## config.mk

```make
export PLATFORM = sky130hd
export DESIGN_NAME = adau1761_spi_arbiter
export DESIGN_NICKNAME = d
export VERILOG_FILES = /design/src/rtl/adau1761_pkg.sv /design/src/rtl/rr_arbiter.sv /design/src/rtl/adau1761_spi_arbiter.sv
export SDC_FILE = /design/constraint.sdc
export NUM_CORES = 1
export LEC_CHECK = 0
export ABC_CLOCK_PERIOD_IN_PS = 3590
export CAP_MARGIN = 20
export CORE_MARGIN = 2
export CORE_UTILIZATION = 35
export CTS_BUF_LIST = sky130_fd_sc_hd__clkbuf_4
export DETAILED_ROUTE_END_ITERATION = 7
export HOLD_SLACK_MARGIN = 0.02
export PLACE_DENSITY = 0.76
export SLEW_MARGIN = 20
export SYNTH_ARGS = -nofsm -noshare
export SYNTH_HDL_FRONTEND = slang
export SYNTH_SLANG_ARGS = --single-unit
export TNS_END_PERCENT = 20
```

## constraint.sdc

```tcl
create_clock -name clk -period 3.59 [get_ports clk]
set_input_delay 0.718 -clock clk [delete_from_list [all_inputs] [get_ports clk]]
set_output_delay 0.718 -clock clk [all_outputs]
set_load 0.01 [all_outputs]
```

## src/rtl/adau1761_pkg.sv

```systemverilog
// Shared types and constants for the ADAU1761 SPI configurator arbiter.
package adau1761_pkg;

  localparam int ADAU_ADDR_W = 16;
  localparam int ADAU_DATA_W = 8;
  localparam logic [7:0] ADAU_CMD_WRITE = 8'h00;
  localparam logic [7:0] ADAU_CMD_READ  = 8'h01;

  typedef enum logic [2:0] {
    ST_IDLE       = 3'd0,
    ST_ISSUE      = 3'd1,
    ST_WAIT_START = 3'd2,
    ST_WAIT_DONE  = 3'd3,
    ST_RESPOND    = 3'd4,
    ST_GAP        = 3'd5
  } arb_state_t;

endpackage

```

## src/rtl/rr_arbiter.sv

```systemverilog
// Combinational round-robin picker: first set request at or after ptr, with wrap.
module rr_arbiter #(
  parameter int NUM_REQ = 4,
  parameter int IDX_W   = $clog2(NUM_REQ)
) (
  input  logic [NUM_REQ-1:0] req,
  input  logic [IDX_W-1:0]   ptr,
  output logic [NUM_REQ-1:0] grant,
  output logic [IDX_W-1:0]   grant_idx,
  output logic               grant_any
);

  function automatic int wrap_idx(input int p, input int k);
    return (p + k) % NUM_REQ;
  endfunction

  always_comb begin
    grant     = '0;
    grant_idx = '0;
    grant_any = 1'b0;
    for (int k = 0; k < NUM_REQ; k++) begin
      if (!grant_any && req[wrap_idx(int'(ptr), k)]) begin
        grant_any                       = 1'b1;
        grant[wrap_idx(int'(ptr), k)]   = 1'b1;
        grant_idx                       = IDX_W'(wrap_idx(int'(ptr), k));
      end
    end
  end

endmodule

```

## src/rtl/adau1761_spi_arbiter.sv

```systemverilog
// Round-robin sharing of one ADAU1761 SPI configurator among NUM_REQ requesters.
// Optional watchdog enabled by defining ADAU_ARB_TIMEOUT_EN.
module adau1761_spi_arbiter
  import adau1761_pkg::*;
#(
  parameter int NUM_REQ        = 4,
  parameter int GAP_CYCLES     = 4,
  parameter int TIMEOUT_CYCLES = 256
) (
  input  logic                           clk,
  input  logic                           resetn,
  input  logic [NUM_REQ-1:0]             req_valid,
  input  logic [NUM_REQ-1:0]             req_rnw,
  input  logic [NUM_REQ*ADAU_ADDR_W-1:0] req_addr,
  input  logic [NUM_REQ*ADAU_DATA_W-1:0] req_wdata,
  output logic [NUM_REQ-1:0]             req_ready,
  output logic [NUM_REQ-1:0]             rsp_valid,
  output logic [ADAU_DATA_W-1:0]         rsp_rdata,
  output logic                           rsp_err,
  output logic                           cfg_write,
  output logic                           cfg_read,
  output logic [ADAU_ADDR_W-1:0]         cfg_address,
  output logic [ADAU_DATA_W-1:0]         cfg_write_value,
  input  logic [39:0]                    cfg_read_value,
  input  logic                           cfg_cs,
  output logic [2:0]                     dbg_state
);

  localparam int IDX_W = $clog2(NUM_REQ);
  localparam int GAP_W = $clog2(GAP_CYCLES + 1);

  arb_state_t         state;
  logic [IDX_W-1:0]   ptr;
  logic [IDX_W-1:0]   arb_idx;
  logic [NUM_REQ-1:0] arb_grant;
  logic [NUM_REQ-1:0] grant_q;
  logic               arb_any;
  logic               rnw_q;
  logic               wd_hit;
  logic [GAP_W-1:0]   gap_cnt;
  logic               unused_rv;

  assign dbg_state = state;
  assign unused_rv = ^cfg_read_value[39:8];

  rr_arbiter #(.NUM_REQ(NUM_REQ), .IDX_W(IDX_W)) u_rr (
    .req       (req_valid),
    .ptr       (ptr),
    .grant     (arb_grant),
    .grant_idx (arb_idx),
    .grant_any (arb_any)
  );

`ifdef ADAU_ARB_TIMEOUT_EN
  localparam int WD_W = $clog2(TIMEOUT_CYCLES + 1);
  logic [WD_W-1:0] wd_cnt;

  // Zero during ISSUE, so a hit in WAIT_* yields the response TIMEOUT_CYCLES after ISSUE.
  always_ff @(posedge clk or negedge resetn) begin
    if (!resetn) begin
      wd_cnt <= '0;
    end else if (state == ST_ISSUE || state == ST_WAIT_START || state == ST_WAIT_DONE) begin
      wd_cnt <= wd_cnt + 1'b1;
    end else begin
      wd_cnt <= '0;
    end
  end

  assign wd_hit = (wd_cnt >= WD_W'(TIMEOUT_CYCLES - 1));
`else
  logic unused_timeout;
  assign wd_hit         = 1'b0;
  assign unused_timeout = ^32'(TIMEOUT_CYCLES);
`endif

  // Handshake: a requester holds req_valid (and its command) until it sees its
  // req_ready pulse; rsp_valid/rsp_rdata/rsp_err are a single-cycle pulse.
  always_ff @(posedge clk or negedge resetn) begin
    if (!resetn) begin
      state           <= ST_IDLE;
      ptr             <= '0;
      grant_q         <= '0;
      rnw_q           <= 1'b0;
      gap_cnt         <= '0;
      req_ready       <= '0;
      rsp_valid       <= '0;
      rsp_rdata       <= '0;
      rsp_err         <= 1'b0;
      cfg_write       <= 1'b0;
      cfg_read        <= 1'b0;
      cfg_address     <= '0;
      cfg_write_value <= '0;
    end else begin
      req_ready <= '0;
      rsp_valid <= '0;
      cfg_write <= 1'b0;
      cfg_read  <= 1'b0;
      case (state)
        ST_IDLE: begin
          if (arb_any) begin
            grant_q         <= arb_grant;
            rnw_q           <= req_rnw[arb_idx];
            cfg_address     <= req_addr[arb_idx*ADAU_ADDR_W +: ADAU_ADDR_W];
            cfg_write_value <= req_wdata[arb_idx*ADAU_DATA_W +: ADAU_DATA_W];
            req_ready       <= arb_grant;
            ptr             <= (arb_idx == IDX_W'(NUM_REQ - 1)) ? '0 : arb_idx + 1'b1;
            state           <= ST_ISSUE;
          end
        end
        ST_ISSUE: begin
          cfg_read  <= rnw_q;
          cfg_write <= !rnw_q;
          state     <= ST_WAIT_START;
        end
        ST_WAIT_START: begin
          if (!cfg_cs) begin
            state <= ST_WAIT_DONE;
          end else if (wd_hit) begin
            rsp_valid <= grant_q;
            rsp_rdata <= '0;
            rsp_err   <= 1'b1;
            state     <= ST_RESPOND;
          end
        end
        ST_WAIT_DONE: begin
          if (cfg_cs) begin
            rsp_valid <= grant_q;
            rsp_rdata <= rnw_q ? cfg_read_value[ADAU_DATA_W-1:0] : '0;
            rsp_err   <= 1'b0;
            state     <= ST_RESPOND;
          end else if (wd_hit) begin
            rsp_valid <= grant_q;
            rsp_rdata <= '0;
            rsp_err   <= 1'b1;
            state     <= ST_RESPOND;
          end
        end
        ST_RESPOND: begin
          rsp_rdata <= '0;
          rsp_err   <= 1'b0;
          gap_cnt   <= '0;
          state     <= ST_GAP;
        end
        ST_GAP: begin
          // Only cycles with chip select released count towards the gap.
          if (cfg_cs) begin
            if (gap_cnt == GAP_W'(GAP_CYCLES - 1)) begin
              gap_cnt <= '0;
              state   <= ST_IDLE;
            end else begin
              gap_cnt <= gap_cnt + 1'b1;
            end
          end else begin
            gap_cnt <= '0;
          end
        end
        default: state <= ST_IDLE;
      endcase
    end
  end

endmodule

```

== Word level (Yosys, flattened, before mapping) ==
Cells that the tools add are included.
Word-level totals
  register bits after elaboration: 56
  input bits: 147
  output and inout bits: 46
  logic and storage cells: 121
Operators by class
  $add $sub $neg: 5
  order comparisons: 9
  eq/ne operators: 12
  shift operators: 2
  mux-type cells: 54
  bitwise operators: 6
  reductions and logical operators: 20
Operator list (number)
  $shiftx A64 B7 Y16: 1
  $mux W4: 8
  $shiftx A32 B6 Y8: 1
  $mux W3: 7
  $mux W1: 19
  $pmux W3 S6: 1
  $mux W8: 2
  $pmux W8 S2: 1
  $lt A3 B4 Y1 const B: 3
  $or A4 B4 Y4: 3
  $bmux W1 S2: 5
  $mux W2: 5
  $ne A2 B2 Y1 const B: 5
  $eq A3 B2 Y1 const B: 3
  $ge A3 B1 Y1 const B: 3
  $demux W1 S2: 4
  $logic_and A1 B1 Y1: 7
  $eq A3 B3 Y1 const B: 2
  $lt A2 B3 Y1 const B: 2
  $pmux W3 S2: 1
  $reduce_or A2 Y1: 3
  $reduce_and A5 Y1: 1
  $add A2 B1 Y2 const B: 2
  $add A2 B2 Y2 const B: 2
  other kinds (10): 17

== Longest topological paths before layout ==
Gate-level depths: netlist of run 1.
  depth in word-level cells: 16
  mapped depth: 11
  gate-level depth less buffers: 8

== By module ==
Synthesis of run 1 repeated with hierarchy kept, for this count alone.
Unflattened totals
  cell total of the unflattened synthesis: 217
  area, all modules: 3198.1 um^2
By module, submodules not included
  adau1761_spi_arbiter: instances 1, cells each 172, area each 2778.9 um^2, sequential area each 1376.3 um^2
  rr_arbiter: instances 1, cells each 45, area each 419.2 um^2, sequential area each 0.0 um^2

== Least setup slack after synthesis of run 1 ==
Ideal clock, no wire load.
  path type: register -> register
  start point: reg ptr[0]
  end point: reg cfg_address[0]
  setup time: 0.132 ns
  arrival time: 2.893 ns
  data required time: 3.458 ns
  path slack: 0.565 ns
  stages on the path, launching flop included: 12
  path buffers: 3
  period minus slack after synthesis: 3.025 ns
  cells stage by stage: dfrtp_1 > buf_2 > inv_1 > ha_1 > mux4_2 > nor2b_2 > o21ai_0 > o31ai_1 > buf_6 > clkbuf_4 > mux2i_1 > o221ai_2
Between the ends
  word-level cells in the longest chain between the ends: 13
  elaborated cells on any way between the ends: 30
  classes of those cells: 3 x add/sub; 1 x shift; 19 x mux; 7 x reduce/logical
Ends and longest elaborated chain
  start: declaration: RTL line adau1761_spi_arbiter.sv:33  | logic [IDX_W-1:0] ptr;
  start signal: assignment: RTL line adau1761_spi_arbiter.sv:106  | ptr <= (arb_idx == IDX_W'(NUM_REQ - 1)) ? '0 : arb_idx + 1'b1;
  $add A2 B1 Y2 / $bmux W1 S2 (equally long branches): RTL line rr_arbiter.sv:14, rr_arbiter.sv:22
  $bmux W1 S2 / $mux W1 (equally long branches): RTL line rr_arbiter.sv:22  | if (!grant_any && req[wrap_idx(int'(ptr), k)]) begin
  $mux W1 (implied by the code): RTL line rr_arbiter.sv:22
  $mux W1 (implied by the code) / $logic_not A1 Y1 (equally long branches): RTL line rr_arbiter.sv:22
  $logic_and A1 B1 Y1: RTL line rr_arbiter.sv:22
  $mux W1: RTL line rr_arbiter.sv:22
  $logic_not A1 Y1: RTL line rr_arbiter.sv:22
  $logic_and A1 B1 Y1: RTL line rr_arbiter.sv:22
  $mux W1: RTL line rr_arbiter.sv:22
  $logic_not A1 Y1: RTL line rr_arbiter.sv:22
  $logic_and A1 B1 Y1: RTL line rr_arbiter.sv:22
  $mux W2 / $mux W1 (equally long branches): RTL line rr_arbiter.sv:22
  $shiftx A64 B7 Y16 / $reduce_and A2 Y1 (equally long branches)
  end signal: assignment: RTL line adau1761_spi_arbiter.sv:103  | cfg_address <= req_addr[arb_idx*ADAU_ADDR_W +: ADAU_ADDR_W];
  end: declaration: RTL line adau1761_spi_arbiter.sv:22  | output logic [ADAU_ADDR_W-1:0] cfg_address,
Parallel ways exist; a longest one is shown, timed or not. The select of a mux whose other input is x is not followed.
A chain may end at the register's enable or synchronous reset.

== Worst setup path after layout of run 1 ==
  start point: reg ptr[1]
  end point: reg cfg_write_value[5]
Between the ends
  word-level cells in the longest chain between the ends: 13
  elaborated cells on any way between the ends: 30
  classes of those cells: 3 x add/sub; 1 x shift; 19 x mux; 7 x reduce/logical
Ends and longest elaborated chain
  $add A2 B1 Y2 / $bmux W1 S2 (equally long branches): RTL line rr_arbiter.sv:14, rr_arbiter.sv:22
  $bmux W1 S2 / $mux W1 (equally long branches): RTL line rr_arbiter.sv:22
  $mux W1 (implied by the code): RTL line rr_arbiter.sv:22
  $mux W1 (implied by the code) / $logic_not A1 Y1 (equally long branches): RTL line rr_arbiter.sv:22
  $logic_and A1 B1 Y1: RTL line rr_arbiter.sv:22
  $mux W1: RTL line rr_arbiter.sv:22
  $logic_not A1 Y1: RTL line rr_arbiter.sv:22
  $logic_and A1 B1 Y1: RTL line rr_arbiter.sv:22
  $mux W1: RTL line rr_arbiter.sv:22
  $logic_not A1 Y1: RTL line rr_arbiter.sv:22
  $logic_and A1 B1 Y1: RTL line rr_arbiter.sv:22
  $mux W2 / $mux W1 (equally long branches): RTL line rr_arbiter.sv:22
  $shiftx A32 B6 Y8 / $reduce_and A2 Y1 (equally long branches)
  end signal: assignment: RTL line adau1761_spi_arbiter.sv:104  | cfg_write_value <= req_wdata[arb_idx*ADAU_DATA_W +: ADAU_DATA_W];
  end: declaration: RTL line adau1761_spi_arbiter.sv:23  | output logic [ADAU_DATA_W-1:0] cfg_write_value,
Parallel ways exist; a longest one is shown, timed or not. The select of a mux whose other input is x is not followed.

==> results of run 1 <==
==> power groups by stage <==
stage	clock network [W]	registers, W	logic, W
2_1_floorplan	0	0.00111	0.00156
3_3_place_gp	0	0.00102	0.00241
3_5_place_dp	0	0.00103	0.00248
4_1_cts	0.000287	0.00102	0.00248
5_1_grt	0.000309	0.00105	0.00264
6_report	0.000272	0.00102	0.00243
==> worst max-delay path, delay by kind of cell (launching register included) <==
kind                     cells  cell delay [ns]
AND/OR/NAND/NOR              1             0.25
flip-flops                   1             0.48
AO/OA/AOI/OAI                3             0.59
adder cells (fa/ha/maj)      1             0.42
buffers and inverters        2             0.39
multiplexers                 2             0.97
==> per-stage QoR <==
stage          power (W)  area [µm²]  std cells  setup WS, ns  hold slack, ns
3_3_place_gp     0.00343        4910        529        0.0660           0.452
3_5_place_dp     0.00350        4910        529      -0.00230           0.458
5_1_grt          0.00400        4970        537        0.0806           0.346
2_1_floorplan    0.00266        3230        270         0.565           0.422
6_report         0.00372        4970        537         0.341           0.338
4_1_cts          0.00378        4970        537         0.245           0.327
==> path summary, 6_finish.rpt <==
kind                                                       end  slack [ns]  cells past startpoint
worst min-delay path            cfg_write_value[1]$_DFFE_PN0P_        0.34                      1
worst max-delay path            cfg_write_value[5]$_DFFE_PN0P_        0.34                      9
min in group clk                        grant_q[2]$_DFFE_PN0P_        0.49                      1
worst max register to register  cfg_write_value[5]$_DFFE_PN0P_        0.34                      9
worst min register to register          grant_q[2]$_DFFE_PN0P_        0.49                      1
max in group asynchronous                   ptr[1]$_DFFE_PN0P_        2.42                      2
==> registers in the layout (all words and copies together), names as in the netlist <==
register / cells
cfg_address: 16
cfg_read: 1
cfg_write: 1
cfg_write_value: 8
dbg_state: 3
gap_cnt: 3
grant_q: 4
ptr: 2
req_ready: 4
rnw_q: 1
rsp_rdata: 8
rsp_valid: 4
==> timing repair <==
action | CTS | global route
setup buffers | 0 | 0
resized for setup | 0 | 1
hold buffers | 0 | 0
setup endpoints to repair | 0 | 1
==> routing by layer <==
layer | wire, µm | track usage, %
met1 | 3730 | 22.2
met2 | 4380 | 30.4
met3 | 652 | 4.32
met4 | 77 | 3.06
met5 | 0 | 0
==> Yosys cell counts (2+ instances only) <==
cell and n:
sky130_fd_sc_hd__inv_1 3, sky130_fd_sc_hd__nand2b_1 5, sky130_fd_sc_hd__nor2_1 9, sky130_fd_sc_hd__o221ai_2 20, sky130_fd_sc_hd__buf_4 4, sky130_fd_sc_hd__mux4_2 4, sky130_fd_sc_hd__clkbuf_1 5, sky130_fd_sc_hd__a22o_1 12
sky130_fd_sc_hd__nand2_1 32, sky130_fd_sc_hd__a21o_1 4, sky130_fd_sc_hd__ha_1 6, sky130_fd_sc_hd__mux2_2 4, sky130_fd_sc_hd__buf_6 9, sky130_fd_sc_hd__and2_1 5, sky130_fd_sc_hd__a21oi_1 5, sky130_fd_sc_hd__o21ai_0 5
sky130_fd_sc_hd__o221ai_1 6, sky130_fd_sc_hd__dfrtp_1 55, sky130_fd_sc_hd__mux2i_1 55, sky130_fd_sc_hd__nor3_1 2
==> logic make-up (layout without fill, tap and decap cells) <==
| group | after synthesis | after routing |
|---|---|---|
| fa+ha+maj | 6 | 6 |
| mux | 63 | 63 |
| compound gates | 62 | 62 |
| other cells | 1 | 1 |
| simple gates | 60 | 60 |
| flops | 55 | 55 |
| buf+inv | 23 | 179 |
==> area by class of cell <==
type | instances | area [µm²] | share of cell area, %
clock buffer | 5 | 37.5 | 0.755
inverter | 3 | 11.3 | 0.226
multi-input combinational | 192 | 1700 | 34.1
timing repair buffer | 168 | 1690 | 34.0
sequential | 55 | 1380 | 27.7
tap | 111 | 139 | 2.79
clock inverter | 3 | 20.0 | 0.403
==> results, run 1 <==
- The flow ran to the end, and the final reports show no timing, DRC or antenna violations.
- The DRC violation count after routing is 0.
- The initial utilization of the core area, before any placement, comes to 35.5%.
- The number of fillers in the final layout is 824.
- The logic gate share of total power is 65.4%.
- Registers are responsible for 27.3% of the overall power.
- The final period demand of the worst path is 3.25 ns.
- The number of H-tree branching levels is 2.
- The ratio of total power to cell area is 748 mW/mm².
- The critical-path cell with the highest stage delay is sky130_fd_sc_hd__mux4_2.
- Setup repair after global routing left no endpoint under its margin.
- The pin slew with the least headroom to its limit is 0.793 ns.
- By area the synthesized netlist is led by sky130_fd_sc_hd__dfrtp_1, sky130_fd_sc_hd__mux2i_1, sky130_fd_sc_hd__o221ai_2.
- The die height is 100 µm.
- The endpoint arrival time on the critical path is 3.50 ns.
- For this run the aggregate overflow at the end of global routing stands at 0.
- The buffer cell driving the clock tree root is sky130_fd_sc_hd__clkbuf_4.
- After clock tree synthesis, the clock-pin slew on the worst setup and hold paths is 0.16 ns.
- The tightest slew margin relative to the limit is 47.2%.
- Dividing the detail-routed via count by the number of cells gives 5.14.
- The maximum fanout along the worst path is 24.
- Tracing the worst setup path back leads to its startpoint at ptr[1]$_DFFE_PN0P_.
- The total number of nets in the final design is 578.
- The data required time of the critical path is 3.84 ns.
- The first routing iteration left 28 violations.
- The top flip-flop cell by instance count after synthesis is sky130_fd_sc_hd__dfrtp_1.
- The worst-skew pair later-pin latency is 0.37 ns.
- The delay of the slowest critical-path stage is 0.65 ns.
- The number of antenna violations at the first check in global routing was 0.
- The synthesized design devotes to its leading area cell type 42.6% of total area.
- The number of enable flip-flop cells after synthesis is 0.
- The number of global-route vias before repair is 2801.
- The largest vdd supply drop is 0.362 mV.
- The internal portion of the total power is 0.00220 W.
- Leaving out fill and tap cells, the most frequent cell in the layout is sky130_fd_sc_hd__clkdlybuf4s50_1.
- The category of the worst setup path launch point is a flop.
- The async set or reset register ratio after synthesis is 100%.
- The relative contribution of the clock network to total power is 7.3%.
- The signal on the critical path passes through inv_1, ha_1, mux4_2, nor2b_2, o21ai_0, o31ai_4, buf_12, mux2i_1, o221ai_2.
- The number of distinct library cells after synthesis is 40.
- The flip-flop and latch count after synthesis is 55.
- The overall die area is 0.0100 mm².
- The count of vias placed by the detailed router is 2759.
- Of the total power, the share spent switching nets is 40.8%.
- The synthesized netlist devotes 0% of its cell area to XOR and XNOR gates.
- In this run the static leakage power is 2.15 nW.
- The post-synthesis to final-layout area growth is 54.0%.
- Summed over all layers, the routed wires come to 8840 µm.
- The worst setup path is captured at a flop.
- During I/O placement, the number of pins put on the boundary was 193.
- Synthesis handed over a netlist of 270 instances.
- TritonCTS built the clock tree.
- When the netlist entered floorplanning its net count stood at 423.
- Before antenna repair, the detailed router went through 4 iterations.
- The number of endpoints with negative hold slack in the final report is 0.
- The net load switching power is 0.00152 W.
- The fraction of final layout cells sized beyond drive strength 1 is 12.2%.
- The number of sinks handled by clock tree synthesis is 55.
- Setup total negative slack on the finished layout was measured at 0 ns.
- The number of pins with negative max-slew slack in the final report was 0.
- By area, the combinational part of the netlist is dominated by multiplexers.
- After legalization and detailed placement, the total HPWL measured 6960 µm.
- Setup violations remaining at the end of the flow were counted as 0.
- The final clock period utilization by the worst path is 90.5%.
- The number of buffers inserted by port buffering is 159.
- The total of warnings raised by yosys is 0.
- The clock passes through at most 2 buffers.
- The area share of fa/ha/maj cells after synthesis is 2.32%.
- After floorplanning, the core was sized to cover 0.00911 mm².
- The critical path start-end classification is reg2reg.
- Max-cap violations in this run came to 0.
- The mapped netlist covers 0.00323 mm².
- The number of cell rows is 35.
- The average instance in the mapped netlist occupies 12.0 µm².
- Measured on the finished design, the core utilization comes to 54.6%.
- The first global-routing pass estimated 13900 µm of wire.
- The number of buffers created by CTS is 5.
- The min-delay analysis places its worst path in the category in2async.
- In the layout the commonest cells are sky130_fd_sc_hd__clkdlybuf4s50_1, sky130_fd_sc_hd__mux2i_1, sky130_fd_sc_hd__dfrtp_1, sky130_fd_sc_hd__nand2_1, sky130_fd_sc_hd__o221ai_2.
- The global placer's final weighted congestion is 0.848.
- The overall routing resource usage is 17.4%.
- The biggest area contributor in the post-synthesis netlist is sky130_fd_sc_hd__dfrtp_1.
- The final setup skew is 0.00889 ns.
- The startpoint identified for the worst register-to-register timing path is ptr[1]$_DFFE_PN0P_.
- The proportion of synthesized chip area in sequential cells is 42.6%.
- Summing the areas of all compound-gate instances in the mapped netlist gives 19.3% of the synthesized area.
- The pin count of the biggest net entering global routing is 31.
- The maximum frequency from static timing analysis is 308 MHz.
- The number of antenna diodes in the final layout is 0.
- After synthesis, the share of cell area in mux cells is 21.2%.
- Once detail routing completed, the nets flagged for antenna violations numbered 0.
- The synthesized netlist devotes 9.03% of its cell area to simple gates.
- Dividing the detail-routed wire length by the instance count gives 16.5 µm.
- The horizontal extent of the die is 100 µm.
No activity file was read; power rests on OpenSTA's default activity.
==> run 2: changes to the inputs <==
Settings changed: RECOVER_POWER set to 25.
==> results, run 2 (synthesized netlist as in run 1, its figures left out) <==
- The number of antenna violations at the first check in global routing is 0.
- TritonCTS built the clock tree.
- For the worst setup path, the data arrival time is 3.50 ns.
- The number of antenna diodes is 0.
- For this block, the routed nets add up to 8850 µm of wire.
- The category of the worst setup path launch point is a flop.
- After the flow finishes, the layout carries non-filler instances totaling 537.
- The horizontal extent of the die is 100 µm.
- The final period demand of the worst path is 3.24 ns.
- The largest vdd supply drop is 0.355 mV.
- Measured on the finished design, the core utilization comes to 54.5%.
- The type of the tightest min-delay check is reg2reg.
- Overall power consumption after layout is estimated at 0.00372 W.
- The area taken by flip-flops and latches is 0.00138 mm².
- Cells with a size suffix above 1 make up 11.7% of the layout.
- The worst path uses 90.4% of the clock period.
- The clock transition at the register clock pins on the worst setup and hold paths after CTS is 0.16 ns.
- The flip-flop count of the largest register after layout is 16.
- Timing would allow up to 308 MHz.
- The first TritonRoute pass finished after 4 iterations.
- Across the run, the number of max-cap violations was 1.
- Along the worst path, the maximum fanout reaches 24.
- The multi-input combinational cells in the finished layout cover a total of 0.00170 mm².
- The static leakage is 2.15 nW.
- The library cell used most frequently in the layout, excluding fill and tap cells, is sky130_fd_sc_hd__clkdlybuf4s50_1.
- For the pin with the worst max-slew slack, the measured transition is 1.64 ns.
- For this design the top-level I/O count stands at 193.
- The number of sinks handled by clock tree synthesis is 55.
- The kind of end point of the critical path is a flop.
- The critical path start-end classification is reg2reg.
- The checks that failed: max-capacitance violations, max-slew violations.
- The number of buffers created by CTS is 5.
- Compared with the post-synthesis result, the final layout area differs by 53.8%.
- Final hold analysis gives a worst-case slack of 0.487 ns.
- The largest register by flop count is cfg_address.
- The number of fillers in the final layout is 827.
- The number of global-route vias before repair came to 2801.
- After routing, the total negative slack on setup checks comes to 0 ns.
- The number of hold buffers added after CTS was 0.
- The total number of nets in the final design is 578.
- The effective utilization at floorplan is 35.5%.
- The buffer cell driving the clock tree root is sky130_fd_sc_hd__clkbuf_4.
- The final setup skew is 0.00657 ns.
- Summing over every cut layer, the via total after detailed routing is 2761.
- In the final routed layout, each cell accounts on average for 16.5 µm.
- The library cells used most frequently in the layout, excluding fill and tap cells, are sky130_fd_sc_hd__clkdlybuf4s50_1, sky130_fd_sc_hd__mux2i_1, sky130_fd_sc_hd__dfrtp_1, sky130_fd_sc_hd__nand2_1, sky130_fd_sc_hd__o221ai_2.
- STA puts the critical path data required time at 3.84 ns.
- In this run the standard cell core region covers 0.00911 mm².
- The number of pins with negative max-slew slack in the final report was 31.
- The number of setup buffers added after CTS is 0.
- Clock latency on the worst-skew pair, taken at its later pin, is 0.37 ns.
- The pin count of the biggest net entering global routing is 31.
- The final setup violation count is 0.
- Setup repair after global routing left no endpoint under its margin.
- The largest registers in the layout are cfg_address (16), cfg_write_value (8), rsp_rdata (8).
- The count of antenna-violating nets left after detailed routing is 0.
- For this run, the total global-route usage over all layers was measured as 17.4%.
- The DRC violation count after routing is 0.
- Detailed placement ended at an HPWL of 6960 µm.
- The number of placed instances with taps included is 529.
- The run finished, with violations left.
- The die height is 100 µm.
- The number of buffers on the longest clock path is 2.
- The number of endpoints with negative hold slack in the final report is 0.
- The wire length of the first global-routing pass is 13900 µm.
- The ratio of total power to cell area is 749 mW/mm².
- In the routed layout, each cell is associated on average with a via count of 5.14.
- The global placer's final weighted congestion is 0.848.
- The tightest slew margin relative to the limit is -9.25%.
- The number of cell rows is 35.
- The total congestion overflow is 0.
- The number of buffers inserted by port buffering is 159.
- The initial detailed-routing violation count is 38.
- The overall die area is 0.0100 mm².
- The number of H-tree branching levels is 2.
==> run 2: path summary, 6_finish.rpt <==
path,slack (ns),end,startpoint,cells after the start
worst max-delay path,0.35,cfg_write_value[5]$_DFFE_PN0P_,ptr[1]$_DFFE_PN0P_,9
worst min-delay path,0.49,grant_q[2]$_DFFE_PN0P_,grant_q[2]$_DFFE_PN0P_,1
worst max register to register,0.35,cfg_write_value[5]$_DFFE_PN0P_,ptr[1]$_DFFE_PN0P_,9
worst min register to register,0.49,grant_q[2]$_DFFE_PN0P_,grant_q[2]$_DFFE_PN0P_,1
max in group asynchronous,0.67,ptr[1]$_DFFE_PN0P_,resetn,2
min in group asynchronous,0.66,cfg_write_value[0]$_DFFE_PN0P_,resetn,1
==> run 2: area by class of cell <==
| class | instances | share of cell area, % |
|---|---|---|
| Timing Repair Buffer | 168 | 34.0 |
| Clock buffer | 5 | 0.756 |
| Inverter | 3 | 0.227 |
| Clock inverter | 3 | 0.403 |
| Sequential cell | 55 | 27.7 |
| Multi-Input combinational cell | 192 | 34.1 |
| Tap cell | 111 | 2.80 |
==> run 2: what timing repair did <==
| item | in CTS | in global routing |
|---|---|---|
| gates resized for setup | 0 | 1 |
| endpoints found under the hold margin | 0 | 0 |
| endpoints found under the setup margin | 0 | 1 |
==> run 2: per-stage QoR <==
step / cell area [µm²] / setup slack [ns]
2_1_floorplan: 3230 / 0.565
3_3_place_gp: 4910 / 0.0660
3_5_place_dp: 4910 / -0.00230
4_1_cts: 4970 / 0.245
5_1_grt: 4970 / 0.0806
6_report: 4970 / 0.345
==> run 2: report_power, final <==
group          internal (W)  total (W)  switching [W]
logic               0.00126    0.00243        0.00117
registers          0.000863    0.00102       0.000154
clock network     0.0000759   0.000273       0.000197
==> run 2: critical path, stage by stage, from the launching register on <==
cell and delay, ns:
sky130_fd_sc_hd__dfrtp_2 0.48, sky130_fd_sc_hd__inv_1 0.10, sky130_fd_sc_hd__ha_1 0.42, sky130_fd_sc_hd__mux4_2 0.65, sky130_fd_sc_hd__nor2b_2 0.25, sky130_fd_sc_hd__o21ai_0 0.20
sky130_fd_sc_hd__o31ai_4 0.25, sky130_fd_sc_hd__buf_12 0.28, sky130_fd_sc_hd__mux2i_1 0.32, sky130_fd_sc_hd__o221ai_2 0.14
==> run 2: routing by layer <==
| metal | GRT usage, % | part of all wire, % |
|---|---|---|
| met2 | 30.4 | 50 |
| met4 | 3.06 | 0.87 |
| met3 | 4.32 | 7.2 |
| met5 | 0 | 0 |
| met1 | 22.2 | 42 |
==> run 3: changes to the inputs <==
Settings changed: ABC_CLOCK_PERIOD_IN_PS 3590 to 3500, GPL_TIMING_DRIVEN set to 0.
Clock period 3.59 ns to 3.5 ns, I/O delays scaled along.
==> results, run 3 (synthesized netlist as in run 1, its figures left out) <==
- In this design, the stage delay of the slowest critical-path cell is 0.61 ns.
- The met3 usage in global routing is 4.18%.
- For met1 alone, demand over resource in global routing was 22.4%.
- The critical-path cell with the highest stage delay is sky130_fd_sc_hd__mux4_2.
- The number of optimization iterations in the first detailed-route pass is 4.
- The first global-routing pass estimated 14300 µm of wire.
- The effective utilization at floorplan is 35.5%.
- The ratio of total power to cell area is 800 mW/mm².
- The cell class contributing the biggest share of worst-path delay is buffers and inverters.
- In this run the worst path has a maximum fanout of 10.
- The capture point of the worst reg-to-reg path is cfg_address[4]$_DFFE_PN0P_.
- The placed wire-length estimate is 7280 µm.
- The reg2reg setup slack is 0.26 ns.
- The post-route total power is 0.00407 W.
- The met2 routing resource usage after global routing is 32.4%.
- Data on the critical path arrives at its endpoint at 3.50 ns.
- The area taken by flip-flops and latches is 0.00138 mm².
- The area of combinational cells with multiple inputs is 0.00169 mm².
- The H-tree generated during clock tree synthesis spans 2 levels.
- The number of buffer and inverter stages on the critical path is 4.
- Setup violations remaining at the end of the flow were counted as 0.
- The tool flagged a number of max-cap violations equal to 0.
- The largest vdd supply drop is 0.460 mV.
- In the global route stage, overall resource usage came out at 18.3%.
- Headroom to the max-slew limit came out at 7.15%.
- Entering global routing, the biggest net connects 56 pins.
- The number of endpoints with negative hold slack in the final report is 0.
- For the final routed database, the setup TNS stands at 0 ns.
- The number of global-route vias before repair is 2897.
- The layout has 793 filler cells.
- Summing over every cut layer, the via total after detailed routing is 2814.
- The pin slew with the least headroom to its limit is 1.39 ns.
- The initial detailed-routing violation count is 88.
- Setup repair after global routing left no endpoint under its margin.
- For the worst flop-to-flop path, the logic depth is 11.
- In the final layout, the registers with the most flip-flops are cfg_address (16), cfg_write_value (8), rsp_rdata (8).
- Across the routed clock network, the largest skew measured is 0.0123 ns.
- OpenSTA, run right after detailed placement, puts the worst setup slack at 0.0648 ns.
- Counting tap cells, the placed design contains a total of 540 instances.
- The overall die area is 0.0100 mm².
- The data required time of the critical path is 3.76 ns.
- The worst setup path is captured at a flop.
- Counting the buffers created by CTS gives 5.
- The maximum frequency from static timing analysis is 308 MHz.
- The number of cell rows is 35.
- The total number of nets in the final design is 590.
- The register with the most flip-flops in the layout has 16 of them.
- The number of placed I/O pins is 193.
- The timing startpoint of the critical path is ptr[0]$_DFFE_PN0P_.
- The final clock period utilization by the worst path is 92.7%.
- For this run the aggregate overflow at the end of global routing stands at 0.
- The critical path goes through buf_2, inv_1, ha_2, mux4_2, nor4b_4, a21oi_2, a31oi_2, or2_1, buf_4, buf_6, o221ai_2.
- In the layout the commonest cells are sky130_fd_sc_hd__clkdlybuf4s50_1, sky130_fd_sc_hd__mux2i_1, sky130_fd_sc_hd__dfrtp_1, sky130_fd_sc_hd__nand2_1, sky130_fd_sc_hd__o221ai_2.
- STA classifies the critical path startpoint as a flop.
- The core region is 0.00911 mm².
- The setup path with the least slack is of type reg2reg.
- The via density per instance is 5.13.
- The number of antenna diodes is 0.
- The buffer cell driving the clock tree root is sky130_fd_sc_hd__clkbuf_4.
- The final period demand of the worst path is 3.24 ns.
- Input and output buffers added on the ports amount to 159.
- The tree built by TritonCTS fans out to 55 sinks.
- The number of pins with negative max-slew slack in the final report came to 0.
- The post-synthesis to final-layout area growth is 57.3%.
- The DRC violation count after routing is 0.
- TritonCTS built the clock tree.
- In this run the most used layer during global routing was met2.
- The worst flop-to-flop path startpoint is ptr[0]$_DFFE_PN0P_.
- Once detail routing completed, the nets flagged for antenna violations numbered 0.
- The clock passes through at most 2 buffers.
- The die height is 100 µm.
- The total wire length is 9310 µm.
- The run finished with clean final reports.
- The number of antenna violations at the first check in global routing was 0.
- The worst-skew pair later-pin latency is 0.38 ns.
- The clock transition at the register clock pins on the worst setup and hold paths after CTS is 0.16 ns.
- The worst hold path belongs to the class reg2reg.
- The cell depth of the worst setup path is 11.
- After detailed routing, the average wire length per cell comes to 17.0 µm.
- Leaving out filler cells and counting taps, the final layout contains 549.
- The endpoint of the worst setup timing path is cfg_address[4]$_DFFE_PN0P_.
- Routability-driven placement finished with a final weighted congestion of 0.915.
- On the final layout, the worst hold slack is 0.487 ns.
- The worst setup margin is 0.256 ns.
- The largest register by flop count is cfg_address.
- For this design the static power due to leakage is 2.21 nW.
- The horizontal extent of the die is 100 µm.
- The fraction of final layout cells sized beyond drive strength 1 is 13.7%.
- The most common cell after layout, fill and taps aside is sky130_fd_sc_hd__clkdlybuf4s50_1.
-- run 3: per-stage QoR --
stage               utilization (%)  area, µm²
CTS                            55.6       5060
detailed placement             54.4       4960
global placement               54.5       4960
floorplan                         -       3230
finish                         55.8       5080
global route                   55.8       5080
-- run 3: worst min path at each step --
stage,start,slack [ns],cells past startpoint,to
finish,grant_q[0]$_DFFE_PN0P_,0.49,1,grant_q[0]$_DFFE_PN0P_
global route,grant_q[3]$_DFFE_PN0P_,0.51,1,grant_q[3]$_DFFE_PN0P_
CTS,resetn,0.38,1,ptr[1]$_DFFE_PN0P_
detailed placement,grant_q[3]$_DFFE_PN0P_,0.46,1,grant_q[3]$_DFFE_PN0P_
global placement,grant_q[1]$_DFFE_PN0P_,0.45,1,grant_q[1]$_DFFE_PN0P_
floorplan,resetn,0.40,0,cfg_address[0]$_DFFE_PN0P_
-- run 3: routing by layer --
layer | part of all wire, % | wire length, µm
met1 | 43 | 3960
met2 | 49 | 4530
met3 | 7.6 | 709
met4 | 1.1 | 104
met5 | 0 | 0
-- run 3: repair_timing --
action                     CTS  global route
hold buffers                 0             0
gates resized for setup      0             4
buffers inserted             0             1
setup endpoints to repair    0            25
hold endpoints to repair     0             0
-- run 3: final cells by class --
class | count | share of cell area, %
buffer | 20 | 3.20
sequential | 55 | 27.1
timing repair buffer | 160 | 31.4
clock buffer | 6 | 0.887
multi-input combinational | 192 | 33.3
tap | 111 | 2.73
inverter | 3 | 0.222
clock inverter | 2 | 1.18
-- run 3: where the power goes --
part	leakage (nW)	total (W)	switching (W)	internal, W
combinational	1.45	0.00258	0.00123	0.00135
sequential	0.710	0.00106	0.000174	0.000885
clock	0.0559	0.000430	0.000199	0.000231
